<file path="config.mk">
export PLATFORM = sky130hd
export DESIGN_NAME = id_ctrl_stage
export DESIGN_NICKNAME = d
export VERILOG_FILES = /design/src/rtl/id_ctrl_stage_pkg.sv /design/src/rtl/id_ctrl_decode.sv /design/src/rtl/id_ctrl_stage.sv
export SDC_FILE = /design/constraint.sdc
export NUM_CORES = 1
export LEC_CHECK = 0
export ABC_AREA = 1
export BUFFER_PORTS_ARGS = -buffer_cell sky130_fd_sc_hd__buf_2
export CORE_MARGIN = 2
export CORE_UTILIZATION = 43
export DETAILED_ROUTE_END_ITERATION = 12
export PLACE_DENSITY = 0.84
export SLEW_MARGIN = 15
export SYNTH_ARGS = -nofsm -noshare
export SYNTH_HDL_FRONTEND = slang
export SYNTH_SLANG_ARGS = --single-unit
</file>
<file path="constraint.sdc">
create_clock -name clk -period 1.5 [get_ports clk]
set_input_delay 0.225 -clock clk [delete_from_list [all_inputs] [get_ports clk]]
set_output_delay 0.225 -clock clk [all_outputs]
set_load 0.05 [all_outputs]
</file>
<file path="src/rtl/id_ctrl_stage_pkg.sv">
// Shared encodings, control-word layout and counter width for the ID control stage.
// Used by id_ctrl_decode and id_ctrl_stage (optional feature macro: DECODE_RI_EXC_EN).
package id_ctrl_stage_pkg;

    localparam int unsigned CNT_W = 6;

    localparam logic [5:0] OP_RTYPE = 6'h00;
    localparam logic [5:0] OP_J     = 6'h02;
    localparam logic [5:0] OP_BEQ   = 6'h04;
    localparam logic [5:0] OP_ADDI  = 6'h08;
    localparam logic [5:0] OP_ANDI  = 6'h0C;
    localparam logic [5:0] OP_ORI   = 6'h0D;
    localparam logic [5:0] OP_XORI  = 6'h0E;
    localparam logic [5:0] OP_LUI   = 6'h0F;
    localparam logic [5:0] OP_LW    = 6'h23;
    localparam logic [5:0] OP_SW    = 6'h2B;

    localparam logic [5:0] FUNC_SLL   = 6'h00;
    localparam logic [5:0] FUNC_SRL   = 6'h02;
    localparam logic [5:0] FUNC_SRA   = 6'h03;
    localparam logic [5:0] FUNC_SLLV  = 6'h04;
    localparam logic [5:0] FUNC_SRLV  = 6'h06;
    localparam logic [5:0] FUNC_SRAV  = 6'h07;
    localparam logic [5:0] FUNC_MFHI  = 6'h10;
    localparam logic [5:0] FUNC_MTHI  = 6'h11;
    localparam logic [5:0] FUNC_MFLO  = 6'h12;
    localparam logic [5:0] FUNC_MTLO  = 6'h13;
    localparam logic [5:0] FUNC_MULT  = 6'h18;
    localparam logic [5:0] FUNC_MULTU = 6'h19;
    localparam logic [5:0] FUNC_DIV   = 6'h1A;
    localparam logic [5:0] FUNC_DIVU  = 6'h1B;
    localparam logic [5:0] FUNC_ADD   = 6'h20;
    localparam logic [5:0] FUNC_ADDU  = 6'h21;
    localparam logic [5:0] FUNC_SUB   = 6'h22;
    localparam logic [5:0] FUNC_SUBU  = 6'h23;
    localparam logic [5:0] FUNC_AND   = 6'h24;
    localparam logic [5:0] FUNC_OR    = 6'h25;
    localparam logic [5:0] FUNC_XOR   = 6'h26;
    localparam logic [5:0] FUNC_NOR   = 6'h27;
    localparam logic [5:0] FUNC_SLT   = 6'h2A;
    localparam logic [5:0] FUNC_SLTU  = 6'h2B;

    localparam int unsigned CTRL_REGWRITE   = 11;
    localparam int unsigned CTRL_REGDST     = 10;
    localparam int unsigned CTRL_ALUSRC     = 9;
    localparam int unsigned CTRL_BRANCH     = 8;
    localparam int unsigned CTRL_MEMWRITE   = 7;
    localparam int unsigned CTRL_MEMTOREG   = 6;
    localparam int unsigned CTRL_JUMP       = 5;
    localparam int unsigned CTRL_HILO_WRITE = 4;
    localparam int unsigned CTRL_IS_IMM     = 3;
    localparam int unsigned CTRL_MD_START   = 2;
    localparam int unsigned CTRL_MD_DIV     = 1;
    localparam int unsigned CTRL_MD_SIGNED  = 0;

    typedef logic [11:0] ctrl_word_t;

endpackage

</file>
<file path="src/rtl/id_ctrl_decode.sv">
// Combinational main decoder: instruction word to control word, reserved flag and
// HI/LO-class flag.
module id_ctrl_decode
    import id_ctrl_stage_pkg::*;
(
    input  logic [31:0] instr_i,
    output ctrl_word_t  ctrl_o,
    output logic        ri_o,
    output logic        hilo_o
);

    logic [5:0] op;
    logic [5:0] funct;
    logic       unused_fields;

    assign op            = instr_i[31:26];
    assign funct         = instr_i[5:0];
    assign unused_fields = ^instr_i[25:6];

    always_comb begin
        ctrl_o = '0;
        ri_o   = 1'b0;
        hilo_o = 1'b0;
        case (op)
            OP_RTYPE: begin
                case (funct)
                    FUNC_ADD, FUNC_ADDU, FUNC_SUB, FUNC_SUBU, FUNC_SLT, FUNC_SLTU,
                    FUNC_AND, FUNC_OR, FUNC_XOR, FUNC_NOR, FUNC_SLL, FUNC_SLLV,
                    FUNC_SRL, FUNC_SRLV, FUNC_SRA, FUNC_SRAV: begin
                        ctrl_o[CTRL_REGWRITE] = 1'b1;
                        ctrl_o[CTRL_REGDST]   = 1'b1;
                    end
                    FUNC_MFHI, FUNC_MFLO: begin
                        ctrl_o[CTRL_REGWRITE] = 1'b1;
                        ctrl_o[CTRL_REGDST]   = 1'b1;
                        hilo_o                = 1'b1;
                    end
                    FUNC_MTHI, FUNC_MTLO: begin
                        ctrl_o[CTRL_REGWRITE]   = 1'b1;
                        ctrl_o[CTRL_REGDST]     = 1'b1;
                        ctrl_o[CTRL_HILO_WRITE] = 1'b1;
                        hilo_o                  = 1'b1;
                    end
                    FUNC_MULT, FUNC_MULTU, FUNC_DIV, FUNC_DIVU: begin
                        // funct[1] separates DIV from MULT, funct[0] marks the unsigned form
                        ctrl_o[CTRL_HILO_WRITE] = 1'b1;
                        ctrl_o[CTRL_MD_START]   = 1'b1;
                        ctrl_o[CTRL_MD_DIV]     = funct[1];
                        ctrl_o[CTRL_MD_SIGNED]  = ~funct[0];
                        hilo_o                  = 1'b1;
                    end
                    default: ri_o = 1'b1;
                endcase
            end
            OP_ADDI: begin
                ctrl_o[CTRL_REGWRITE] = 1'b1;
                ctrl_o[CTRL_ALUSRC]   = 1'b1;
            end
            OP_ANDI, OP_ORI, OP_XORI, OP_LUI: begin
                ctrl_o[CTRL_REGWRITE] = 1'b1;
                ctrl_o[CTRL_ALUSRC]   = 1'b1;
                ctrl_o[CTRL_IS_IMM]   = 1'b1;
            end
            OP_LW: begin
                ctrl_o[CTRL_REGWRITE] = 1'b1;
                ctrl_o[CTRL_ALUSRC]   = 1'b1;
                ctrl_o[CTRL_MEMTOREG] = 1'b1;
            end
            OP_SW: begin
                ctrl_o[CTRL_ALUSRC]   = 1'b1;
                ctrl_o[CTRL_MEMWRITE] = 1'b1;
            end
            OP_BEQ:  ctrl_o[CTRL_BRANCH] = 1'b1;
            OP_J:    ctrl_o[CTRL_JUMP]   = 1'b1;
            default: ri_o = 1'b1;
        endcase
    end

endmodule

</file>
<file path="src/rtl/id_ctrl_stage.sv">
// Registered ID/EX control stage with valid/ready handshake and HI/LO scoreboard.
// DECODE_RI_EXC_EN: when defined, reserved instructions raise out_ri alongside the word.
module id_ctrl_stage
    import id_ctrl_stage_pkg::*;
#(
    parameter int unsigned MUL_CYCLES = 4,
    parameter int unsigned DIV_CYCLES = 34,
    parameter int unsigned PC_W       = 32
) (
    input  logic            clk,
    input  logic            resetn,
    input  logic            in_valid,
    output logic            in_ready,
    input  logic [31:0]     in_instr,
    input  logic [PC_W-1:0] in_pc,
    input  logic            flush,
    output logic            out_valid,
    input  logic            out_ready,
    output logic [31:0]     out_instr,
    output logic [PC_W-1:0] out_pc,
    output logic [11:0]     out_ctrl,
    output logic            out_ri,
    output logic            md_busy
);

    ctrl_word_t dec_ctrl;
    logic       dec_ri;
    logic       dec_hilo;

    logic            valid_q, valid_d;
    logic [31:0]     instr_q, instr_d;
    logic [PC_W-1:0] pc_q, pc_d;
    ctrl_word_t      ctrl_q, ctrl_d;
    logic [CNT_W-1:0] cnt_q, cnt_d;

    logic hazard;
    logic ready;
    logic accept;
    logic issue;

    id_ctrl_decode u_decode (
        .instr_i (in_instr),
        .ctrl_o  (dec_ctrl),
        .ri_o    (dec_ri),
        .hilo_o  (dec_hilo)
    );

    always_comb begin
        // A held muldiv that has not issued yet counts as in flight
        hazard = dec_hilo && ((cnt_q != '0) || (valid_q && ctrl_q[CTRL_MD_START]));
        ready  = !flush && !hazard && (!valid_q || out_ready);
        accept = in_valid && ready;
        issue  = valid_q && out_ready && ctrl_q[CTRL_MD_START];
    end

    always_comb begin
        cnt_d = cnt_q;
        if (issue) begin
            cnt_d = ctrl_q[CTRL_MD_DIV] ? CNT_W'(DIV_CYCLES) : CNT_W'(MUL_CYCLES);
        end else if (cnt_q != '0) begin
            cnt_d = cnt_q - CNT_W'(1);
        end
    end

    always_comb begin
        valid_d = valid_q;
        instr_d = instr_q;
        pc_d    = pc_q;
        ctrl_d  = ctrl_q;
        if (flush) begin
            valid_d = 1'b0;
        end else if (accept) begin
            valid_d = 1'b1;
            instr_d = in_instr;
            pc_d    = in_pc;
            ctrl_d  = dec_ctrl;
        end else if (out_ready) begin
            valid_d = 1'b0;
        end
    end

    always_ff @(posedge clk or negedge resetn) begin
        if (!resetn) begin
            valid_q <= 1'b0;
            instr_q <= '0;
            pc_q    <= '0;
            ctrl_q  <= '0;
            cnt_q   <= '0;
        end else begin
            valid_q <= valid_d;
            instr_q <= instr_d;
            pc_q    <= pc_d;
            ctrl_q  <= ctrl_d;
            cnt_q   <= cnt_d;
        end
    end

`ifdef DECODE_RI_EXC_EN
    logic ri_q, ri_d;

    always_comb begin
        ri_d = accept ? dec_ri : ri_q;
    end

    always_ff @(posedge clk or negedge resetn) begin
        if (!resetn) begin
            ri_q <= 1'b0;
        end else begin
            ri_q <= ri_d;
        end
    end

    assign out_ri = ri_q;
`else
    logic unused_ri;

    assign unused_ri = dec_ri;
    assign out_ri    = 1'b0;
`endif

    assign in_ready  = ready;
    assign out_valid = valid_q;
    assign out_instr = instr_q;
    assign out_pc    = pc_q;
    assign out_ctrl  = ctrl_q;
    assign md_busy   = (cnt_q != '0);

endmodule

</file>
After elaboration in Yosys (flattened, before gate mapping)
Cells that the tools add are included.
{"block": "word_totals", "input_bits": 69, "out_inout_bits": 80, "elab_cells": 86, "reg_bits": 83}
{"block": "classes", "addsub": 1, "bitwise_logic": 2, "reduce_logical": 25, "n_eq_ne": 32, "muxes": 21}
{"operator": "$eq 6x6->1 const B", "count": 12}
{"operator": "$eq 6x5->1 const B", "count": 8}
{"operator": "$eq 6x4->1 const B", "count": 5}
{"operator": "$eq 6x3->1 const B", "count": 4}
{"operator": "$reduce_or 20->1", "count": 1}
{"operator": "$eq 6x2->1 const B", "count": 3}
{"operator": "$mux 6", "count": 3}
{"operator": "$mux 1", "count": 14}
{"operator": "$logic_not 6->1", "count": 2}
{"operator": "$reduce_or 6->1", "count": 2}
{"operator": "$reduce_or 4->1", "count": 2}
{"operator": "$reduce_or 8->1", "count": 1}
{"operator": "$logic_and 1x1->1", "count": 7}
{"operator": "$reduce_or 7->1", "count": 1}
{"operator": "$mux 3", "count": 2}
{"operator": "$reduce_bool 6->1", "count": 1}
{"operator": "$sub 6x1->6 const B", "count": 1}
{"operator": "$logic_not 1->1", "count": 3}
{"operator": "$reduce_bool 3->1", "count": 1}
{"operator": "$logic_or 1x1->1", "count": 2}
{"operator": "$mux 2", "count": 1}
{"operator": "$not 1->1", "count": 2}
{"operator": "$pmux 1 s2", "count": 1}
{"operator": "$reduce_and 2->1", "count": 1}
{"operator": "$reduce_bool 2->1", "count": 1}

Depth between registers and ports, before layout
{"block": "depth", "depth_word": 11, "ltp_mapped": 11, "depth_no_buf": 10}

Hierarchy
A second synthesis with hierarchy kept.
{"block": "hier_totals", "cells_unflattened": 453, "area_unflattened_um2": 3857.4}
{"mod": "id_ctrl_stage", "cells_each": 393, "area_per_inst_um2": 3564.7, "n_inst": 1}
{"mod": "id_ctrl_decode", "cells_each": 60, "area_per_inst_um2": 292.8, "n_inst": 1}

Worst setup path before layout
No wires, ideal clock.
{"block": "synth_timing", "path_kind": "reg-to-reg", "startpoint": "register ctrl_q[2], in the netlist out_ctrl[2]", "endpoint": "register ctrl_q[0], in the netlist out_ctrl[0]", "slack_ns": -0.483, "setup_ns": 0.070, "stages_incl_launch_ff": 6, "arrival_ns": 1.913, "n_path_buf": 0, "required_ns": 1.430, "path_cell_list": "dfrtp_1 -> nand2_1 -> nand4_1 -> a21oi_1 -> nand4_1 -> nand2_1"}
{"block": "synth_via", "elab_chain_len": 8}
{"item": "start: declaration", "line": "id_ctrl_stage.sv:33", "rtl": "ctrl_word_t ctrl_q, ctrl_d;"}
{"item": "start signal: assignment", "line": "id_ctrl_stage.sv:93", "rtl": "ctrl_q <= ctrl_d;"}
{"item": "$logic_and 1x1->1", "line": "id_ctrl_stage.sv:50", "rtl": "hazard = dec_hilo && ((cnt_q != '0) || (valid_q && ctrl_q[CTRL_MD_START]));"}
{"item": "$logic_or 1x1->1", "line": "id_ctrl_stage.sv:50"}
{"item": "$logic_and 1x1->1", "line": "id_ctrl_stage.sv:50"}
{"item": "$logic_not 1->1", "line": "id_ctrl_stage.sv:51", "rtl": "ready = !flush && !hazard && (!valid_q || out_ready);"}
{"item": "$logic_and 1x1->1 (2 in series)", "line": "id_ctrl_stage.sv:51"}
{"item": "via in_ready", "line": "id_ctrl_stage.sv:13", "rtl": "output logic in_ready,"}
{"item": "$logic_and 1x1->1", "line": "id_ctrl_stage.sv:52", "rtl": "accept = in_valid && ready;"}
{"item": "$reduce_and 2->1 (no line)"}
The timed path passes the listed nets, and every way through them passes these cells.
A chain may end at the register's enable or synchronous reset.

Worst setup path after layout
{"block": "layout_timing", "startpoint": "register cnt_q[1]", "endpoint": "register ctrl_q[10], in the netlist out_ctrl[10]"}
{"block": "layout_via", "elab_chain_len": 8}
{"item": "start: declaration", "line": "id_ctrl_stage.sv:34", "rtl": "logic [CNT_W-1:0] cnt_q, cnt_d;"}
{"item": "start signal: assignment", "line": "id_ctrl_stage.sv:94", "rtl": "cnt_q <= cnt_d;"}
{"item": "$reduce_bool 6->1", "line": "id_ctrl_stage.sv:50"}
{"item": "$logic_or 1x1->1", "line": "id_ctrl_stage.sv:50"}
{"item": "$logic_and 1x1->1", "line": "id_ctrl_stage.sv:50"}
{"item": "$logic_not 1->1", "line": "id_ctrl_stage.sv:51"}
{"item": "$logic_and 1x1->1 (2 in series)", "line": "id_ctrl_stage.sv:51"}
{"item": "$logic_and 1x1->1", "line": "id_ctrl_stage.sv:52"}
{"item": "$reduce_and 2->1 (no line)"}
Every way passes these cells.

==> metrics.txt <==
status=complete, but fails checks; failing checks=negative setup slack; global-route wire length before repair=14500 um; Post-synth ARST share=1.00; # rows=33; Pwr Total=8.10 mW; Avg WL per Cell=14.7 um; Leak=3.05 nW; Detail Placement HPWL=6320 um; CORE AREA=8090 um2; sequential cell area fraction in the yosys report=0.589; final worst slack=-431 ps; chip height=94.5 um; ys flop type=dfrtp_1; Crit. path cell count=12; CTS root buffer=clkbuf_8; Post-Synthesis Cells=410; post-layout net count=668; worst setup path start=cnt_q[1]; initial antenna violation count=0; Hold Violations, Final=0; # diodes=0; dpl cell area=4530 um2; TritonCTS Buffers=9; clk_lat worst skew=360 ps; Clk pin slew, worst setup/hold paths=100 ps; DRT antenna net count=0; final worst path period need=1930 ps; post-synth top area cell=dfrtp_1; max incr delay on CP=400 ps; number of synthesized flops with an enable pin=0; CTS tree=yes; CP Capture Point=out_ctrl[10]; Critical-path top delay cell=dfrtp_1; worst-path cell chain=inv_2 -> ha_4 -> inv_2 -> nor2_4 -> nand4_1 -> buf_4 -> nand2_4 -> nand3_4 -> buf_12 -> buf_12 -> nand2_1 -> nand2_1; vias in the first global route=3086; Detailed Routing Iterations Pass 1=4; endpoint class of the critical path=flip-flop; Critical R2R Capture=out_ctrl[10]; skew final=12.0 ps; max-slew violations=0; GRT Util Overall=0.208; Yosys warnings=0; Worst Path Required=1750 ps; endpoints failing setup=81; RR Startpoint=cnt_q[1]; 1st-iter DRT viols=92; WP data arrival=2180 ps; pwr/cell area=1480 nW/um2; worst reg-to-reg path cell count=12; Final Cycle Share=1.29; initial core utilization=0.436; Synth Cell Area=3520 um2; syn nets=481; Max Cap Viol=0; Worst Path Buf+Inv=5; unrepaired setup endpoints after global routing=true; synth-to-layout area growth=55.3%; final instance area=5470 um2; die width=94.5 um; fill cell count=657; CTS max path bufs=2; Post-Syn Area per Cell=8.60 um2; worst hold path class=input port to flip-flop; total gr overflow=0; final wirelength=10400 um; Worst setup SP type=flip-flop; die area=8940 um2; fraction of layout instances using a drive strength above 1=0.465; Ports=149; post-route DRC violation count=0; H-tree depth=3; Vias/cell=4.84; largest net degree at the start of global routing=35; GP Congestion=0.821; total clock sinks=83; Peak VDD IR=0.795 mV; fmax=518 MHz; setup slack, reg-to-reg=-430 ps; top cells by area, synth=dfrtp_1 59%, nand2_1 23%, buf_6 2.9%; vias=3424; Synth Register Bits=83; crit path kind=flip-flop to flip-flop; CP max FO=12; Yosys top cell area share=0.589; Yosys cell types=23; crit-path leading delay family=buffers and inverters; IO Port Bufs=147
[per-stage QoR]
stage                      util  worst slack, ps  TNS [ps]  instances  hold WS [ps]
final                     0.676             -431    -30490        707          52.9
after global routing      0.676             -520    -37860        707          56.6
after CTS                 0.625             -368    -23980        696          46.8
after detailed placement  0.559             -208    -12620        670           206
after global placement    0.559             -143     -8950        670           198
after floorplan               -            -92.1     -6160        410         -70.6
[how the worst min path moves through the flow]
stage | start | slack [ps] | cells after the start | to
finish | in_pc[16] | 50 | 3 | out_pc[16]
global route | in_instr[22] | 60 | 3 | out_instr[22]
CTS | in_pc[12] | 50 | 3 | out_pc[12]
detailed placement | resetn | 210 | 1 | out_ctrl[0]
global placement | resetn | 200 | 1 | out_ctrl[0]
floorplan | resetn | -70 | 0 | cnt_q[0]
[logic make-up (layout without fill, tap and decap cells)]
logic type                 Yosys count  after routing  share of synthesized area
AOI/OAI and AO/OA                   29             29                     0.0433
DFF                                 83             83                      0.589
xor gates and xnor gates             2              2                    0.00497
and+or+nand+nor                    255            255                      0.291
buffers and inverters               38            230                     0.0632
adders and majority gates            2              2                    0.00710
other                                1              1                    0.00106
[cell usage in the layout (no fill, tap or decap), drive strengths merged]
cell type,Yosys,routed
dfrtp,83,83
nor2,17,17
ha,2,2
nand2,219,219
clkinv,0,1
dlygate4sd3,0,1
a21oi,4,4
nor3b,1,1
nand3,10,10
o21ai,22,22
o211ai,2,2
nor3,2,2
clkbuf,0,17
nand4,6,6
a211oi,1,1
bufinv,0,5
conb,1,1
buf,17,185
xor2,2,2
inv,21,21
[flip-flops by register name (all words and copies together) (netlist names)]
name / flops
out_pc: 32
out_ctrl: 12
cnt_q: 6
out_valid: 1
out_instr: 32
[where the power goes]
part           switching (mW)  internal, mW  total, mW
logic                    1.91         0.971       2.88
registers               0.259          2.59       2.85
clock network           0.869          1.50       2.36
total                    3.04          5.06       8.10
[cell type report]
cell class | instances | area [um2] | share of cell area
clock buffers | 10 | 138 | 0.0251
clock inverters | 6 | 159 | 0.0290
inverters | 21 | 91.3 | 0.0167
well taps | 105 | 131 | 0.0240
flip-flops and latches | 83 | 2080 | 0.379
multi-input cells | 289 | 1500 | 0.274
repair buffers | 193 | 1380 | 0.252
[routing by layer]
metal | wire, um | vias to the layer above | global-route usage | share of wire
met5 | 0 | - | 0 | 0
met3 | 619 | 17 | 0.0503 | 0.059
met4 | 155 | 0 | 0.0519 | 0.015
met1 | 4330 | 1637 | 0.265 | 0.42
met2 | 5310 | 127 | 0.358 | 0.51
li1 | - | 1643 | - | -
[cells in the mapped netlist (all sizes together), types with 2 or more instances]
master / count
ha: 2
o21ai: 22
nand4: 6
a21oi: 4
xor2: 2
nor2: 17
nand3: 10
nand2: 219
buf: 17
dfrtp: 83
nor3: 2
o211ai: 2
inv: 21
[worst register-to-register path: cells and delay by family, from the launching register on]
family                     cells  cell delay, ps
adders and majority gates      1             130
buffers and inverters          5             670
DFF                            1             400
and+or+nand+nor                6             630
[repair_timing]
item                                    CTS  global route
pin swaps                                 2            17
hold endpoints to repair                 31             0
setup buffers                             7             4
endpoints found under the setup margin   79            83
hold buffers                              1             0
resized for setup                        26            79
gates cloned                              2            10
(Power assumes the default switching activity.)
